`src/rtl/pila_subrutinas.sv`:
```
// rtl/pila_subrutinas.sv - LIFO return-address stack for CALL/RETURN.
// Build option: PILA_ERR_STICKY_EN makes ovf/unf hold until reset instead of pulsing.
module pila_subrutinas #(
    parameter int WIDTH = 10,
    parameter int DEPTH = 16,
    parameter int AW    = 4
) (
    input  logic             clk,
    input  logic             reset,
    input  logic             activar,
    input  logic             push,
    input  logic [WIDTH-1:0] din,
    output logic [WIDTH-1:0] dout,
    output logic             empty,
    output logic             full,
    output logic [AW:0]      count,
    output logic             ovf,
    output logic             unf
);

    localparam logic [AW:0]   SP_FULL = (AW+1)'(DEPTH);
    localparam logic [AW:0]   SP_ONE  = (AW+1)'(1);
    localparam logic [AW-1:0] IDX_ONE = AW'(1);

    logic [WIDTH-1:0] r_mem [DEPTH];
    logic [AW:0]      r_sp;
    logic             r_ovf;
    logic             r_unf;

    logic             w_empty;
    logic             w_full;
    logic             w_do_push;
    logic             w_do_pop;
    logic             w_ovf_evt;
    logic             w_unf_evt;
    logic [AW-1:0]    w_top_idx;

    assign w_empty   = (r_sp == '0);
    assign w_full    = (r_sp == SP_FULL);
    assign w_do_push = activar &  push & ~w_full;
    assign w_do_pop  = activar & ~push & ~w_empty;
    assign w_ovf_evt = activar &  push &  w_full;
    assign w_unf_evt = activar & ~push &  w_empty;
    // Low bits of sp-1; when sp==DEPTH the low bits are 0 and wrap to DEPTH-1.
    assign w_top_idx = r_sp[AW-1:0] - IDX_ONE;

    always_ff @(posedge clk) begin
        if (!reset && w_do_push) begin
            r_mem[r_sp[AW-1:0]] <= din;
        end
    end

    always_ff @(posedge clk) begin
        if (reset) begin
            r_sp  <= '0;
            r_ovf <= 1'b0;
            r_unf <= 1'b0;
        end else begin
            if (w_do_push) begin
                r_sp <= r_sp + SP_ONE;
            end else if (w_do_pop) begin
                r_sp <= r_sp - SP_ONE;
            end
`ifdef PILA_ERR_STICKY_EN
            r_ovf <= r_ovf | w_ovf_evt;
            r_unf <= r_unf | w_unf_evt;
`else
            r_ovf <= w_ovf_evt;
            r_unf <= w_unf_evt;
`endif
        end
    end

    // Top entry is readable in the pop cycle itself so RETURN needs no extra cycle.
    assign dout  = w_empty ? '0 : r_mem[w_top_idx];
    assign empty = w_empty;
    assign full  = w_full;
    assign count = r_sp;
    assign ovf   = r_ovf;
    assign unf   = r_unf;

endmodule

```
`config.mk`:
```
export PLATFORM = sky130hd
export DESIGN_NAME = pila_subrutinas
export DESIGN_NICKNAME = d
export VERILOG_FILES = /design/src/rtl/pila_subrutinas.sv
export SDC_FILE = /design/constraint.sdc
export NUM_CORES = 1
export LEC_CHECK = 0
export ABC_CLOCK_PERIOD_IN_PS = 3000
export CAP_MARGIN = 20
export CORE_ASPECT_RATIO = 1.25
export CORE_MARGIN = 4
export CORE_UTILIZATION = 45
export DETAILED_ROUTE_END_ITERATION = 7
export PLACE_DENSITY_LB_ADDON = 0.1
export SLEW_MARGIN = 10
export SYNTH_ARGS = -nofsm -noshare
export SYNTH_HDL_FRONTEND = slang
export SYNTH_SLANG_ARGS = --single-unit
```
`constraint.sdc`:
```
create_clock -name clk -period 3 [get_ports clk]
set_input_delay 0.75 -clock clk [delete_from_list [all_inputs] [get_ports clk]]
set_output_delay 0.75 -clock clk [all_outputs]
set_load 0.02 [all_outputs]
```
==> metrics.txt, run 1 <==
# TYPE chip_impl_metric gauge
chip_impl_metric{name="setup_viol",unit=""} 0
chip_impl_info{name="timing.rr.start",value="count[2]$_SDFFE_PP0P_"} 1
chip_impl_metric{name="global_route_wire_length_before_repair",unit="mm"} 21.8
chip_impl_metric{name="share_comb_of_total_power",unit=""} 0.522
chip_impl_metric{name="pin_count_of_the_biggest_net_entering_global_routing",unit=""} 17
chip_impl_metric{name="power_frac_clock",unit=""} 0.209
chip_impl_metric{name="antenna_cells",unit=""} 0
chip_impl_info{name="worst_setup_ep_type",value="output pin"} 1
chip_impl_metric{name="synth_fp_nets",unit=""} 355
chip_impl_metric{name="boundary_pins",unit=""} 33
chip_impl_metric{name="wl_per_cell",unit="um"} 23.1
chip_impl_metric{name="detailed_place_hpwl",unit="mm"} 9.28
chip_impl_metric{name="syn_avg_cell_area",unit="sq um"} 20.2
chip_impl_metric{name="wirelength",unit="mm"} 14.2
chip_impl_metric{name="floorplan.die_area",unit="sq um"} 17000
chip_impl_metric{name="synthDominantCellAreaShare",unit=""} 0.715
chip_impl_metric{name="area_delta_synth_final",unit="%"} 27.2
chip_impl_metric{name="ctsHoldBuffers",unit=""} 0
chip_impl_metric{name="grt_pass1_vias",unit=""} 3616
chip_impl_metric{name="power.share.sequential",unit=""} 0.268
chip_impl_metric{name="postSynthCellCount",unit=""} 332
chip_impl_metric{name="dieWidth",unit="um"} 117
chip_impl_metric{name="final_hold_viol_count",unit=""} 0
chip_impl_metric{name="initialDrtViolationCount",unit=""} 248
chip_impl_metric{name="routed_via_density",unit=""} 5.67
chip_impl_metric{name="worst_pin_slew",unit="ps"} 611
chip_impl_metric{name="globalRouteOverflowTotal",unit=""} 0
chip_impl_info{name="unrepaired_setup_endpoints_after_global_routing",value="true"} 1
chip_impl_metric{name="track_usage",unit=""} 0.177
chip_impl_info{name="clock_tree.root_cell",value="clkbuf_16"} 1
chip_impl_metric{name="cts_inserted_buffers",unit=""} 17
chip_impl_metric{name="finalCriticalPeriod",unit="ps"} 2980
chip_impl_metric{name="cellLeakagePower",unit="nW"} 2.87
chip_impl_info{name="timing.critical_path.from_type",value="flop"} 1
chip_impl_metric{name="synthesis.area",unit="sq um"} 6720
chip_impl_metric{name="path_clk_slew",unit="ps"} 60
chip_impl_metric{name="synth_seq_area_share",unit=""} 0.736
chip_impl_info{name="worstHoldPathType",value="flop to flop"} 1
chip_impl_metric{name="place_ws",unit="ps"} -104
chip_impl_metric{name="clock-skew-final",unit="ps"} 11.5
chip_impl_metric{name="vias",unit=""} 3494
chip_impl_metric{name="core_region_area",unit="sq um"} 14500
chip_impl_metric{name="finalNetCount",unit=""} 448
chip_impl_info{name="crit_type",value="flop to output pin"} 1
chip_impl_metric{name="insertion_delay",unit="ps"} 420
chip_impl_metric{name="sw_frac_of_total",unit=""} 0.343
chip_impl_metric{name="timing.fmax",unit="MHz"} 336
chip_impl_metric{name="detail_route.drc_violations",unit=""} 0
chip_impl_metric{name="grt_antenna_before_repair",unit=""} 0
chip_impl_info{name="synth_top_cells_by_area",value="edfxtp_1 71%, mux4_2 13%, mux2i_1 3.6%"} 1
chip_impl_metric{name="drive_above_1_share",unit=""} 0.400
chip_impl_metric{name="cts-root-to-sink-buffers",unit=""} 2
chip_impl_info{name="run_status",value="complete, no violations"} 1
chip_impl_metric{name="tns",unit="ps"} 0
chip_impl_metric{name="core.rowCount",unit=""} 49
chip_impl_metric{name="worst-endpoint-required",unit="ps"} 2250
chip_impl_metric{name="timing.final.crit_share",unit=""} 0.992
chip_impl_metric{name="count_of_tritonroute_iterations_in_the_first_routing_pass",unit=""} 4
chip_impl_metric{name="critical_path.max_fanout",unit=""} 8
chip_impl_metric{name="data_arrival_time_of_the_critical_path",unit="ps"} 2230
chip_impl_info{name="min-delay-start",value="count[1]$_SDFFE_PP0P_"} 1
chip_impl_metric{name="irDropWorstVdd",unit="uV"} 528
chip_impl_info{name="worst_setup_path_startpoint",value="count[0]$_SDFFE_PP0P_"} 1
chip_impl_metric{name="power_per_cell_area",unit="nW/um^2"} 1170
chip_impl_metric{name="p_sw",unit="mW"} 3.43
chip_impl_metric{name="timing.final.ws_setup",unit="ps"} 22.6
chip_impl_metric{name="synth_cell_types",unit=""} 30
chip_impl_metric{name="tritoncts_num_sinks",unit=""} 167
chip_impl_metric{name="place_congestion",unit=""} 0.776
chip_impl_info{name="cts_tree",value="yes"} 1
chip_impl_metric{name="die_h",unit="um"} 145
chip_impl_metric{name="clock_tree.htree_level_count",unit=""} 4
chip_impl_metric{name="initial_utilization",unit=""} 0.462
chip_impl_metric{name="antenna_violating_nets_post_route",unit=""} 0
chip_impl_metric{name="timing_max_transition_violations_final",unit=""} 0
chip_impl_info{name="yosysTopAreaCell",value="edfxtp_1"} 1
chip_impl_metric{name="timing.max_slew.rel_slack",unit=""} 0.591
chip_impl_metric{name="flop_and_latch_count_out_of_synthesis",unit=""} 167
chip_impl_metric{name="internal_power",unit="mW"} 6.56
chip_impl_metric{name="maxCapViolCount",unit=""} 0
chip_impl_metric{name="portBuffers",unit=""} 32
chip_impl_metric{name="yosysWarningCount",unit=""} 0
chip_impl_info{name="most_frequent_cells_in_the_layout",value="160 x edfxtp_1, 42 x buf_4, 40 x mux4_2, 23 x nor2_1, 22 x clkdlybuf4s50_1"} 1
chip_impl_info{name="layout.cells.most_common",value="edfxtp_1"} 1
[critical path: stages, from the launching register on]
cell and delay, ps:
dfxtp_2 350, inv_2 60, ha_4 330, buf_12 140, buf_12 130, mux4_2 330, mux2i_2 220, o22ai_2 100
buf_6 150
[logic make-up (layout without fill, tap and decap cells)]
kind of cell               Yosys count  in the layout  synth area share
AOI/OAI and AO/OA                   19             20            0.0203
adders and majority gates            9              9            0.0179
and+or+nand+nor                     46             46            0.0317
DFF                                167            167             0.736
buffers and inverters               21            126            0.0168
muxes                               64             64             0.170
xor gates and xnor gates             6              6           0.00782
[power by group through the flow]
stage	Combinational (mW)	Clock (mW)	Sequential [mW]
after CTS	5.09	2.13	2.68
after global routing	5.49	2.24	2.69
after global placement	4.25	0	2.72
after floorplan	2.53	0	2.76
final	5.22	2.09	2.68
after detailed placement	4.28	0	2.72
[final cells by class]
| cell class | instances | area, sq um |
|---|---|---|
| fill | 1097 | 5980 |
| clock buffer | 17 | 425 |
| inverter | 5 | 18.8 |
| tap | 178 | 223 |
| clock inverter | 15 | 143 |
| multi-input combinational | 145 | 1880 |
| sequential | 167 | 4950 |
| timing repair buffer | 89 | 915 |
[cells in the mapped netlist]
library cell    n
a2111oi_2       1
a21o_1          2
a21oi_1         4
buf_2           6
buf_4           5
buf_6           1
clkbuf_1        4
dfxtp_1         7
edfxtp_1      160
fa_1            1
ha_1            8
inv_1           5
mux2i_1        24
mux4_2         40
nand2_1         9
nand2b_1        2
nand3_1         3
nand3b_1        2
nand4_1         1
nor2_1         23
nor3_1          2
nor3b_1         1
nor4b_1         1
o21ai_4         1
o22ai_1        10
o31ai_1         1
or2_2           1
or3b_4          1
xnor2_1         2
xor2_1          4
[sequential cells by signal, indices dropped and copies added, names as in the netlist]
signal and flops:
count 5, ovf 1, r_mem 160, unf 1
[stage by stage]
step / area, sq um / instances / hold slack, ps / util / power, mW
finish: 8550 / 616 / 688 / 0.588 / 9.99
floorplan: 6790 / 332 / 687 / - / 5.29
CTS: 8510 / 616 / 686 / 0.585 / 9.90
detailed placement: 7690 / 576 / 651 / 0.530 / 7.00
global route: 8550 / 616 / 731 / 0.588 / 10.4
global placement: 7690 / 576 / 644 / 0.530 / 6.97
[final timing paths]
check | endpoint | cells past startpoint | slack [ps]
setup / recovery | dout[8] | 8 | 20
hold / removal | count[1]$_SDFFE_PP0P_ | 3 | 690
setup reg to reg | count[4]$_SDFFE_PP0P_ | 10 | 260
hold reg to reg | count[1]$_SDFFE_PP0P_ | 3 | 690
[per-layer routing]
layer  GRT usage  vias up  wire length, um
met2       0.301       76             7500
met4      0.0537        0              160
met3      0.0376       11              576
met5           0        -                0
li1            -     1550                -
met1       0.233     1857             5980
[repair_timing]
action / in CTS / in global routing
pin swaps: 0 / 7
gates cloned: 3 / 1
resized for setup: 81 / 16
setup endpoints to repair: 10 / 10
setup buffers: 5 / 0
No activity file was read; power rests on OpenSTA's default activity.
==> inputs of run 2 (changes only) <==
--- a/config.mk
+++ b/config.mk
@@ -5,7 +5,7 @@
 export SDC_FILE = /design/constraint.sdc
 export NUM_CORES = 1
 export LEC_CHECK = 0
-export ABC_CLOCK_PERIOD_IN_PS = 3000
+export ABC_CLOCK_PERIOD_IN_PS = 2400
 export CAP_MARGIN = 20
 export CORE_ASPECT_RATIO = 1.25
 export CORE_MARGIN = 4
==> constraint.sdc (replaced) <==
create_clock -name clk -period 2.4 [get_ports clk]
set_input_delay 0.6 -clock clk [delete_from_list [all_inputs] [get_ports clk]]
set_output_delay 0.6 -clock clk [all_outputs]
set_load 0.02 [all_outputs]
==> run 2 against run 1 <==
Routed wire length rose by 0.85%. First-iteration DRC count rose by 13%. Die area did not move. Total power rose by 20%. Sequential cell count did not move. The run now ends with setup timing left. Cell count rose by 1.5%. Clock skew fell by 3.2 ps.
==> metrics.txt, run 2 (synthesis gave the netlist of run 1 again) <==
# TYPE chip_impl_metric gauge
chip_impl_metric{name="hold_ws",unit="ps"} 521
chip_impl_metric{name="area_delta_synth_final",unit="%"} 27.8
chip_impl_metric{name="timing.fmax",unit="MHz"} 363
chip_impl_metric{name="pin_count_of_the_biggest_net_entering_global_routing",unit=""} 17
chip_impl_metric{name="totalPowerFinal",unit="mW"} 12.0
chip_impl_info{name="run_status",value="complete, but fails checks"} 1
chip_impl_metric{name="clock-skew-final",unit="ps"} 8.28
chip_impl_metric{name="antenna_cells",unit=""} 0
chip_impl_metric{name="setup_viol",unit=""} 10
chip_impl_metric{name="boundary_pins",unit=""} 33
chip_impl_metric{name="global_route_wire_length_before_repair",unit="mm"} 22.3
chip_impl_metric{name="irDropWorstVdd",unit="uV"} 724
chip_impl_metric{name="place_inst",unit=""} 584
chip_impl_metric{name="max_stage_delay",unit="ps"} 380
chip_impl_metric{name="place_congestion",unit=""} 0.746
chip_impl_info{name="worst_setup_ep_type",value="output pin"} 1
chip_impl_metric{name="timing.max_slew.rel_slack",unit=""} 0.602
chip_impl_info{name="layout.cells.most_common",value="edfxtp_1"} 1
chip_impl_metric{name="detail_route.drc_violations",unit=""} 0
chip_impl_metric{name="final_design_area_no_fill",unit="sq um"} 8590
chip_impl_metric{name="multi_input_comb_area",unit="sq um"} 1810
chip_impl_info{name="unrepaired_setup_endpoints_after_global_routing",value="true"} 1
chip_impl_metric{name="data_arrival_time_of_the_critical_path",unit="ps"} 2150
chip_impl_metric{name="finalNetCount",unit=""} 459
chip_impl_metric{name="tns",unit="ps"} -3310
chip_impl_metric{name="worst-endpoint-required",unit="ps"} 1800
chip_impl_info{name="cts_tree",value="yes"} 1
chip_impl_metric{name="worst_pin_slew",unit="ps"} 595
chip_impl_metric{name="timing_max_transition_violations_final",unit=""} 0
chip_impl_metric{name="antenna_violating_nets_post_route",unit=""} 0
chip_impl_metric{name="power_per_cell_area",unit="nW/um^2"} 1400
chip_impl_metric{name="count_of_tritonroute_iterations_in_the_first_routing_pass",unit=""} 4
chip_impl_metric{name="grt_pass1_vias",unit=""} 3674
chip_impl_metric{name="finalCriticalPeriod",unit="ps"} 2750
chip_impl_metric{name="grt_antenna_before_repair",unit=""} 0
chip_impl_metric{name="utilization",unit=""} 0.591
chip_impl_metric{name="seqCellArea",unit="sq um"} 4950
chip_impl_metric{name="cellLeakagePower",unit="nW"} 2.94
chip_impl_info{name="slowest_stage",value="dfxtp_4"} 1
chip_impl_metric{name="dieWidth",unit="um"} 117
chip_impl_metric{name="maxCapViolCount",unit=""} 0
chip_impl_metric{name="vias",unit=""} 3482
chip_impl_metric{name="final_hold_viol_count",unit=""} 0
chip_impl_metric{name="portBuffers",unit=""} 32
chip_impl_info{name="most_frequent_cells_in_the_layout",value="160 x edfxtp_1, 54 x buf_4, 40 x mux4_2, 22 x nor2_1, 19 x clkdlybuf4s50_1"} 1
chip_impl_metric{name="timing.reg2reg.setup_slack",unit="ps"} 140
chip_impl_metric{name="fillerInstances",unit=""} 1087
chip_impl_metric{name="die_h",unit="um"} 145
chip_impl_metric{name="initial_utilization",unit=""} 0.462
chip_impl_info{name="list_of_cells_traversed_by_the_critical_path",value="inv_4, ha_4, buf_12, buf_16, mux4_2, mux2i_2, o22ai_2, buf_6"} 1
chip_impl_metric{name="track_usage",unit=""} 0.181
chip_impl_metric{name="critical_path.max_fanout",unit=""} 6
chip_impl_metric{name="floorplan.die_area",unit="sq um"} 17000
chip_impl_metric{name="wirelength",unit="mm"} 14.3
chip_impl_metric{name="drive_above_1_share",unit=""} 0.414
chip_impl_metric{name="post_layout_nonfiller_instances",unit=""} 625
chip_impl_metric{name="place_ws",unit="ps"} -368
chip_impl_metric{name="globalRouteOverflowTotal",unit=""} 0
chip_impl_metric{name="core_region_area",unit="sq um"} 14500
chip_impl_metric{name="timing.final.ws_setup",unit="ps"} -355
chip_impl_metric{name="dpl-instance-area",unit="sq um"} 7790
chip_impl_metric{name="number_of_flip_flops_in_the_largest_register",unit=""} 160
chip_impl_metric{name="initialDrtViolationCount",unit=""} 280
chip_impl_metric{name="cts_inserted_buffers",unit=""} 17
chip_impl_metric{name="clock_tree.htree_level_count",unit=""} 4
chip_impl_info{name="timing.critical_path.from_type",value="flop"} 1
chip_impl_metric{name="timing.critical_path.buf_inv",unit=""} 4
chip_impl_metric{name="cts-root-to-sink-buffers",unit=""} 2
chip_impl_metric{name="path_clk_slew",unit="ps"} 60
chip_impl_metric{name="detailed_place_hpwl",unit="mm"} 8.85
chip_impl_info{name="crit_type",value="flop to output pin"} 1
chip_impl_info{name="worstHoldPathType",value="flop to flop"} 1
chip_impl_metric{name="timing.final.crit_share",unit=""} 1.15
chip_impl_info{name="crit_family",value="multiplexers"} 1
chip_impl_metric{name="wl_per_cell",unit="um"} 22.9
chip_impl_metric{name="tritoncts_num_sinks",unit=""} 167
chip_impl_info{name="clock_tree.root_cell",value="clkbuf_16"} 1
chip_impl_info{name="failed_checks",value="setup timing"} 1
chip_impl_metric{name="core.rowCount",unit=""} 49
chip_impl_metric{name="routed_via_density",unit=""} 5.57
chip_impl_metric{name="insertion_delay",unit="ps"} 420
==> run 2: final timing paths <==
kind	start	to	depth (start not counted)
setup / recovery	count[0]$_SDFFE_PP0P_	dout[5]	8
setup reg to reg	count[0]$_SDFFE_PP0P_	count[4]$_SDFFE_PP0P_	10
hold reg to reg	count[4]$_SDFFE_PP0P_	count[4]$_SDFFE_PP0P_	2
hold / removal	count[4]$_SDFFE_PP0P_	count[4]$_SDFFE_PP0P_	2
==> run 2: where the power goes <==
| part | switching (mW) | internal [mW] |
|---|---|---|
| combinational | 2.87 | 3.19 |
| clock | 1.07 | 1.51 |
| sequential | 0.0612 | 3.30 |
| total | 4.01 | 8.00 |
==> run 2: cell type report <==
cell class                 instances  area share
multi-input combinational        144       0.211
timing repair buffer             101       0.119
clock buffer                      17      0.0495
clock inverter                    13      0.0154
sequential                       167       0.577
tap                              178      0.0259
inverter                           5     0.00248
==> run 2: what timing repair did <==
| item | CTS | global route |
|---|---|---|
| buffers inserted | 5 | 3 |
| hold buffers | 0 | 0 |
| pin swaps | 4 | 4 |
| endpoints found under the setup margin | 12 | 14 |
| resized for setup | 83 | 10 |
| gates cloned | 3 | 0 |
==> run 2: worst register-to-register path, stage by stage, from the launching register on <==
cell and delay (ps):
dfxtp_4 380, inv_4 40, ha_4 150, buf_4 150, nand3_1 120, nand3_2 140
fa_2 360, a21o_1 180, a21oi_2 200, mux2i_1 110, a2111oi_2 340
==> run 2: metal layers <==
metal	wire length, um	track usage	vias to the layer above	part of all wire
met2	7260	0.300	80	0.51
met4	159	0.0544	0	0.011
met1	6270	0.240	1827	0.44
met5	0	0	-	0
li1	-	-	1560	-
met3	652	0.0473	15	0.045
==> inputs of run 3 (changes only) <==
--- a/config.mk
+++ b/config.mk
@@ -5,11 +5,11 @@
 export SDC_FILE = /design/constraint.sdc
 export NUM_CORES = 1
 export LEC_CHECK = 0
-export ABC_CLOCK_PERIOD_IN_PS = 2400
+export ABC_CLOCK_PERIOD_IN_PS = 2500
 export CAP_MARGIN = 20
 export CORE_ASPECT_RATIO = 1.25
-export CORE_MARGIN = 4
-export CORE_UTILIZATION = 45
+export CORE_MARGIN = 2
+export CORE_UTILIZATION = 40
 export DETAILED_ROUTE_END_ITERATION = 7
 export PLACE_DENSITY_LB_ADDON = 0.1
 export SLEW_MARGIN = 10
==> constraint.sdc (replaced) <==
create_clock -name clk -period 2.5 [get_ports clk]
set_input_delay 0.625 -clock clk [delete_from_list [all_inputs] [get_ports clk]]
set_output_delay 0.625 -clock clk [all_outputs]
set_load 0.02 [all_outputs]
==> run 3 against run 2 <==
The run still ends with setup timing left. Count of clock-buffer cells in the layout up 3. Global-route usage increased by 0.68 points. Combinational power up 19%. Non-clock buffer count is 20 higher. First-iteration DRC count is 2.9% higher. Highest routed layer unchanged.
==> metrics.txt, run 3 (synthesis gave the netlist of run 1 again) <==
# TYPE chip_impl_metric gauge
chip_impl_info{name="unrepaired_setup_endpoints_after_global_routing",value="true"} 1
chip_impl_metric{name="area_delta_synth_final",unit="%"} 35.1
chip_impl_metric{name="grt_antenna_before_repair",unit=""} 0
chip_impl_metric{name="path_clk_slew",unit="ps"} 60
chip_impl_info{name="slowest_stage",value="dfxtp_4"} 1
chip_impl_metric{name="fillerInstances",unit=""} 1308
chip_impl_metric{name="routed_via_density",unit=""} 5.15
chip_impl_metric{name="finalNetCount",unit=""} 479
chip_impl_info{name="clock_tree.root_cell",value="clkbuf_16"} 1
chip_impl_metric{name="pin_count_of_the_biggest_net_entering_global_routing",unit=""} 17
chip_impl_metric{name="timing.final.crit_share",unit=""} 1.13
chip_impl_metric{name="max_stage_delay",unit="ps"} 370
chip_impl_info{name="crit_type",value="flop to output pin"} 1
chip_impl_metric{name="rr_worst_depth",unit=""} 10
chip_impl_metric{name="timing.reg2reg.setup_slack",unit="ps"} 150
chip_impl_metric{name="floorplan.die_area",unit="sq um"} 17900
chip_impl_metric{name="detail_route.drc_violations",unit=""} 0
chip_impl_metric{name="maxCapViolCount",unit=""} 0
chip_impl_metric{name="cellLeakagePower",unit="nW"} 3.11
chip_impl_metric{name="irDropWorstVdd",unit="uV"} 696
chip_impl_metric{name="data_arrival_time_of_the_critical_path",unit="ps"} 2210
chip_impl_metric{name="ctsHoldBuffers",unit=""} 0
chip_impl_info{name="min-delay-start",value="count[4]$_SDFFE_PP0P_"} 1
chip_impl_metric{name="setup_viol",unit=""} 10
chip_impl_metric{name="track_usage",unit=""} 0.188
chip_impl_metric{name="power_per_cell_area",unit="nW/um^2"} 1420
chip_impl_metric{name="holdPathStages",unit=""} 2
chip_impl_info{name="r2r_end",value="count[4]$_SDFFE_PP0P_"} 1
chip_impl_metric{name="finalCriticalPeriod",unit="ps"} 2830
chip_impl_metric{name="drive_above_1_share",unit=""} 0.431
chip_impl_info{name="min_delay_worst_endpoint",value="count[4]$_SDFFE_PP0P_"} 1
chip_impl_metric{name="tritoncts_num_sinks",unit=""} 167
chip_impl_metric{name="totalPowerFinal",unit="mW"} 12.9
chip_impl_metric{name="wl_per_cell",unit="um"} 22.3
chip_impl_metric{name="vias",unit=""} 3546
chip_impl_info{name="run_status",value="complete, but fails checks"} 1
chip_impl_metric{name="final_hold_viol_count",unit=""} 0
chip_impl_metric{name="count_of_tritonroute_iterations_in_the_first_routing_pass",unit=""} 5
chip_impl_metric{name="cts-root-to-sink-buffers",unit=""} 2
chip_impl_info{name="layout.cells.most_common",value="edfxtp_1"} 1
chip_impl_info{name="most_frequent_cells_in_the_layout",value="160 x edfxtp_1, 57 x buf_4, 40 x mux4_2, 23 x nor2_1, 20 x clkdlybuf4s50_1"} 1
chip_impl_metric{name="core.rowCount",unit=""} 53
chip_impl_metric{name="critical_path.max_fanout",unit=""} 9
chip_impl_metric{name="portBuffers",unit=""} 32
chip_impl_metric{name="clock-skew-final",unit="ps"} 6.08
chip_impl_metric{name="initial_utilization",unit=""} 0.404
chip_impl_metric{name="place_congestion",unit=""} 0.746
chip_impl_info{name="list_of_cells_traversed_by_the_critical_path",value="inv_4, ha_4, buf_4, buf_12, buf_16, mux4_2, mux2i_2, o22ai_2, buf_6"} 1
chip_impl_info{name="cts_tree",value="yes"} 1
chip_impl_info{name="timing.critical_path.from_type",value="flop"} 1
chip_impl_metric{name="antenna_cells",unit=""} 0
chip_impl_metric{name="cts_inserted_buffers",unit=""} 17
chip_impl_metric{name="globalRouteOverflowTotal",unit=""} 0
chip_impl_metric{name="detailed_place_hpwl",unit="mm"} 9.27
chip_impl_metric{name="timing_max_transition_violations_final",unit=""} 0
chip_impl_metric{name="wirelength",unit="mm"} 15.4
chip_impl_metric{name="timing.critical_path.buf_inv",unit=""} 5
chip_impl_info{name="failed_checks",value="setup timing"} 1
chip_impl_metric{name="timing.final.ws_setup",unit="ps"} -333
chip_impl_metric{name="grt_pass1_vias",unit=""} 3769
chip_impl_metric{name="dieWidth",unit="um"} 120
chip_impl_metric{name="core_region_area",unit="sq um"} 16600
chip_impl_metric{name="boundary_pins",unit=""} 33
chip_impl_metric{name="number_of_flip_flops_in_the_largest_register",unit=""} 160
chip_impl_metric{name="antenna_violating_nets_post_route",unit=""} 0
chip_impl_info{name="timing.rr.start",value="count[2]$_SDFFE_PP0P_"} 1
chip_impl_metric{name="worst_pin_slew",unit="ps"} 625
chip_impl_metric{name="initialDrtViolationCount",unit=""} 288
chip_impl_metric{name="insertion_delay",unit="ps"} 410
chip_impl_metric{name="worst-endpoint-required",unit="ps"} 1880
chip_impl_metric{name="die_h",unit="um"} 149
chip_impl_metric{name="global_route_wire_length_before_repair",unit="mm"} 23.6
chip_impl_metric{name="hold_ws",unit="ps"} 573
chip_impl_info{name="worstHoldPathType",value="flop to flop"} 1
chip_impl_info{name="crit_family",value="buffers and inverters"} 1
chip_impl_metric{name="timing.max_slew.rel_slack",unit=""} 0.582
chip_impl_metric{name="timing.fmax",unit="MHz"} 353
chip_impl_metric{name="clock_tree.htree_level_count",unit=""} 4
chip_impl_info{name="worst_setup_ep_type",value="output pin"} 1
-- run 3: how the worst max path moves through the flow --
stage | startpoint | endpoint | cells past startpoint
after floorplan | count[0]$_SDFFE_PP0P_ | dout[0] | 7
after global placement | count[1]$_SDFFE_PP0P_ | dout[5] | 8
after detailed placement | count[1]$_SDFFE_PP0P_ | dout[5] | 8
after CTS | count[1]$_SDFFE_PP0P_ | dout[9] | 9
after global routing | count[0]$_SDFFE_PP0P_ | dout[1] | 9
final | count[0]$_SDFFE_PP0P_ | dout[9] | 9
-- run 3: layout make-up --
type	instances	area, sq um	area share
clock buffers	20	437	0.0481
flip-flops and latches	167	4950	0.546
repair buffers	121	1400	0.154
well taps	220	275	0.0303
multi-input cells	144	1880	0.207
clock inverters	12	110	0.0121
inverters	5	21.3	0.00234
-- run 3: timing repair --
action,CTS,global route
pin swaps,11,4
setup buffers,16,1
resized for setup,99,9
hold endpoints to repair,0,0
gates cloned,8,0
setup endpoints to repair,12,13
-- run 3: power by group --
part           switching, mW  leakage, nW  total (mW)  internal (mW)
combinational           3.18         1.34        7.24           4.05
clock                  0.988        0.264        2.43           1.45
sequential            0.0663         1.50        3.24           3.17
-- run 3: metal layers --
metal / up-vias / share of wire / track usage
met1: 1846 / 0.41 / 0.245
met5: - / 0 / 0
li1: 1605 / - / -
met4: 0 / 0.013 / 0.0600
met2: 78 / 0.53 / 0.318
met3: 17 / 0.043 / 0.0386
-- run 3: through the flow --
stage,std cells,area [sq um],setup WS [ps],TNS (ps),util
after global routing,689,9080,-424,-3880,0.545
after floorplan,332,6880,22.1,0,-
after detailed placement,634,7980,-351,-6650,0.479
after CTS,689,9050,-346,-3210,0.544
after global placement,634,7980,-360,-8940,0.479
final,689,9080,-333,-3080,0.545
-- run 3: worst min-delay path, delay by kind of cell (launching register included) --
| kind | cells | cell delay (ps) |
|---|---|---|
| AOI/OAI and AO/OA | 1 | 70 |
| buffers and inverters | 1 | 100 |
| DFF | 1 | 350 |
==> RTL edit, RTL diff (flow settings as in run 1) <==
The option `PILA_ERR_STICKY_EN` is turned on by a define.
--- a/src/rtl/pila_subrutinas.sv
+++ b/src/rtl/pila_subrutinas.sv
@@ -2,2 +2,4 @@
 // Build option: PILA_ERR_STICKY_EN makes ovf/unf hold until reset instead of pulsing.
+`define PILA_ERR_STICKY_EN
+
 module pila_subrutinas #(
Function: changed (Yosys sat finds a counterexample within 4 cycles, from zero or initial values and one cycle with reset high).
==> RTL edit against run 1 <==
- the run now ends with negative setup slack left
- register-to-register slack got worse by 0.03 ns
- sequential share of layout area decreased by 1.2 points
- cell area increased by 2.1%
- wire length about the same
- count of clock-buffer cells in the layout unchanged
- global-route usage decreased by 0.47 points
- non-clock buffer count increased by 16
- die area about the same
- area after synthesis about the same
- sequential power about the same
- total power increased by 3.0%
- sequential cell count unchanged
- clock skew decreased by 0.0075 ns
- setup slack got worse by 0.041 ns
- critical path type unchanged
- largest cell class unchanged
- highest routed layer unchanged
==> RTL edit: results (changes against run 1) <==
sequential share of the synthesized area 73.5% (about the same); Worst Path Arrival 2.27 ns (+0.04 ns); Lkg Pwr 2.96 nW (+3.3%); status finished, violations left; Synth cell types 33 (+10%); first-pass GRT wire length 21300 um (-2.3%); synth cell count leaders edfxtp_1, mux4_2, mux2i_1; syn nets 352 (-0.85%); Max FO, Critical Path 6 (-2); failing checks negative setup slack; final worst slack -0.0187 ns (-0.0413 ns); DP Wirelength 8980 um (-3.2%); layout cells sized above 1 41.9% (+1.9 points); relative slew slack 60.4% (+1.3 points); WL/cell 22.7 um (-1.7%); clk_skew 0.00394 ns (-0.00752 ns); Vias 3439 (-1.6%); Final setup violation count 3 (+3); vias in the first global route 3579 (-1.0%); Setup TNS Final -0.0376 ns (-0.0376 ns); largest net degree at the start of global routing 18 (+1); gpl congestion 0.749 (-3.4%); slowest cell on the critical path dfxtp_4; net count of the finished layout 460 (+2.7%); Peak VDD IR 0.768 mV (+46%); Area contributors post-synth edfxtp_1, mux4_2, mux2i_1, dfxtp_1, ha_1
[RTL edit: cell types whose count changed in the layout (fill, tap and decap cells not counted), moves of 3 or more]
cell | before | now
nand3_1 | 3 | 0
buf_4 | 42 | 57
o22ai_2 | 10 | 3
buf_6 | 15 | 8
clkbuf_16 | 17 | 20
mux2i_4 | 4 | 8
buf_2 | 0 | 5
nor2_1 | 23 | 19
mux2i_1 | 12 | 9
o22ai_1 | 0 | 7
nor3_2 | 1 | 4
[RTL edit: cell type report]
type	instances	area, um^2	share of cell area, %
Multi-Input combinational cell	143	1900	21.7
Tap cell	178	223	2.55
Sequential cell	167	4950	56.7
Clock inverter	14	171	1.96
Inverter	3	13.8	0.158
Timing Repair Buffer	105	1040	12.0
Clock buffer	17	425	4.88
[RTL edit: final timing paths]
check | startpoint | end | slack [ns] | cells after the start
hold reg to reg | unf | unf | 0.47 | 2
setup / recovery | count[0] | dout[3] | -0.02 | 8
hold / removal | unf | unf | 0.47 | 2
setup reg to reg | count[0] | count[4] | 0.23 | 10
[RTL edit: power by group through the flow]
stage / sequential (mW) / clock [mW] / combinational (mW)
finish: 2.68 / 2.19 / 5.42
floorplan: 2.77 / 0 / 2.32
global route: 2.69 / 2.34 / 5.73
CTS: 2.67 / 2.23 / 4.56
detailed placement: 2.72 / 0 / 4.20
global placement: 2.72 / 0 / 4.17
[RTL edit: through the flow]
stage               setup slack [ns]  instances
floorplan                    0.00699        329
global placement              -0.228        576
detailed placement            -0.379        576
CTS                          -0.0630        614
global route                 -0.0845        627
finish                       -0.0187        627
[RTL edit: critical path: cells and delay by family (launching register included)]
| family | cells | cell delay (ns) |
|---|---|---|
| DFF | 1 | 0.36 |
| buffers and inverters | 4 | 0.68 |
| xor gates and xnor gates | 1 | 0.22 |
| and+or+nand+nor | 1 | 0.25 |
| AOI/OAI and AO/OA | 1 | 0.10 |
| muxes | 1 | 0.23 |
[RTL edit: metal layers]
layer  share of wire, %  wire length, um  global-route usage [%]  vias up
met4                2.3              323                    4.39        0
met5                  0                0                       0        -
li1                   -                -                       -     1566
met1                 43             6090                    21.7     1805
met2                 52             7430                    30.7       47
met3                2.7              383                    3.85       21
[RTL edit: timing repair]
action,in CTS,in global routing
setup endpoints to repair,11,11
pin swaps,1,4
gates resized for setup,60,32
setup buffers,5,11
cloned,2,3
[RTL edit: kinds of logic (layout without fill, tap and decap cells)]
| group | count (synthesis) | after routing | share of synthesized area [%] |
|---|---|---|---|
| adders and majority gates | 9 | 9 | 1.79 |
| xor gates and xnor gates | 6 | 6 | 0.782 |
| DFF | 167 | 167 | 73.5 |
| buffers and inverters | 19 | 139 | 1.60 |
| AOI/OAI and AO/OA | 21 | 21 | 2.25 |
| and+or+nand+nor | 43 | 43 | 3.07 |
| muxes | 64 | 64 | 17.0 |
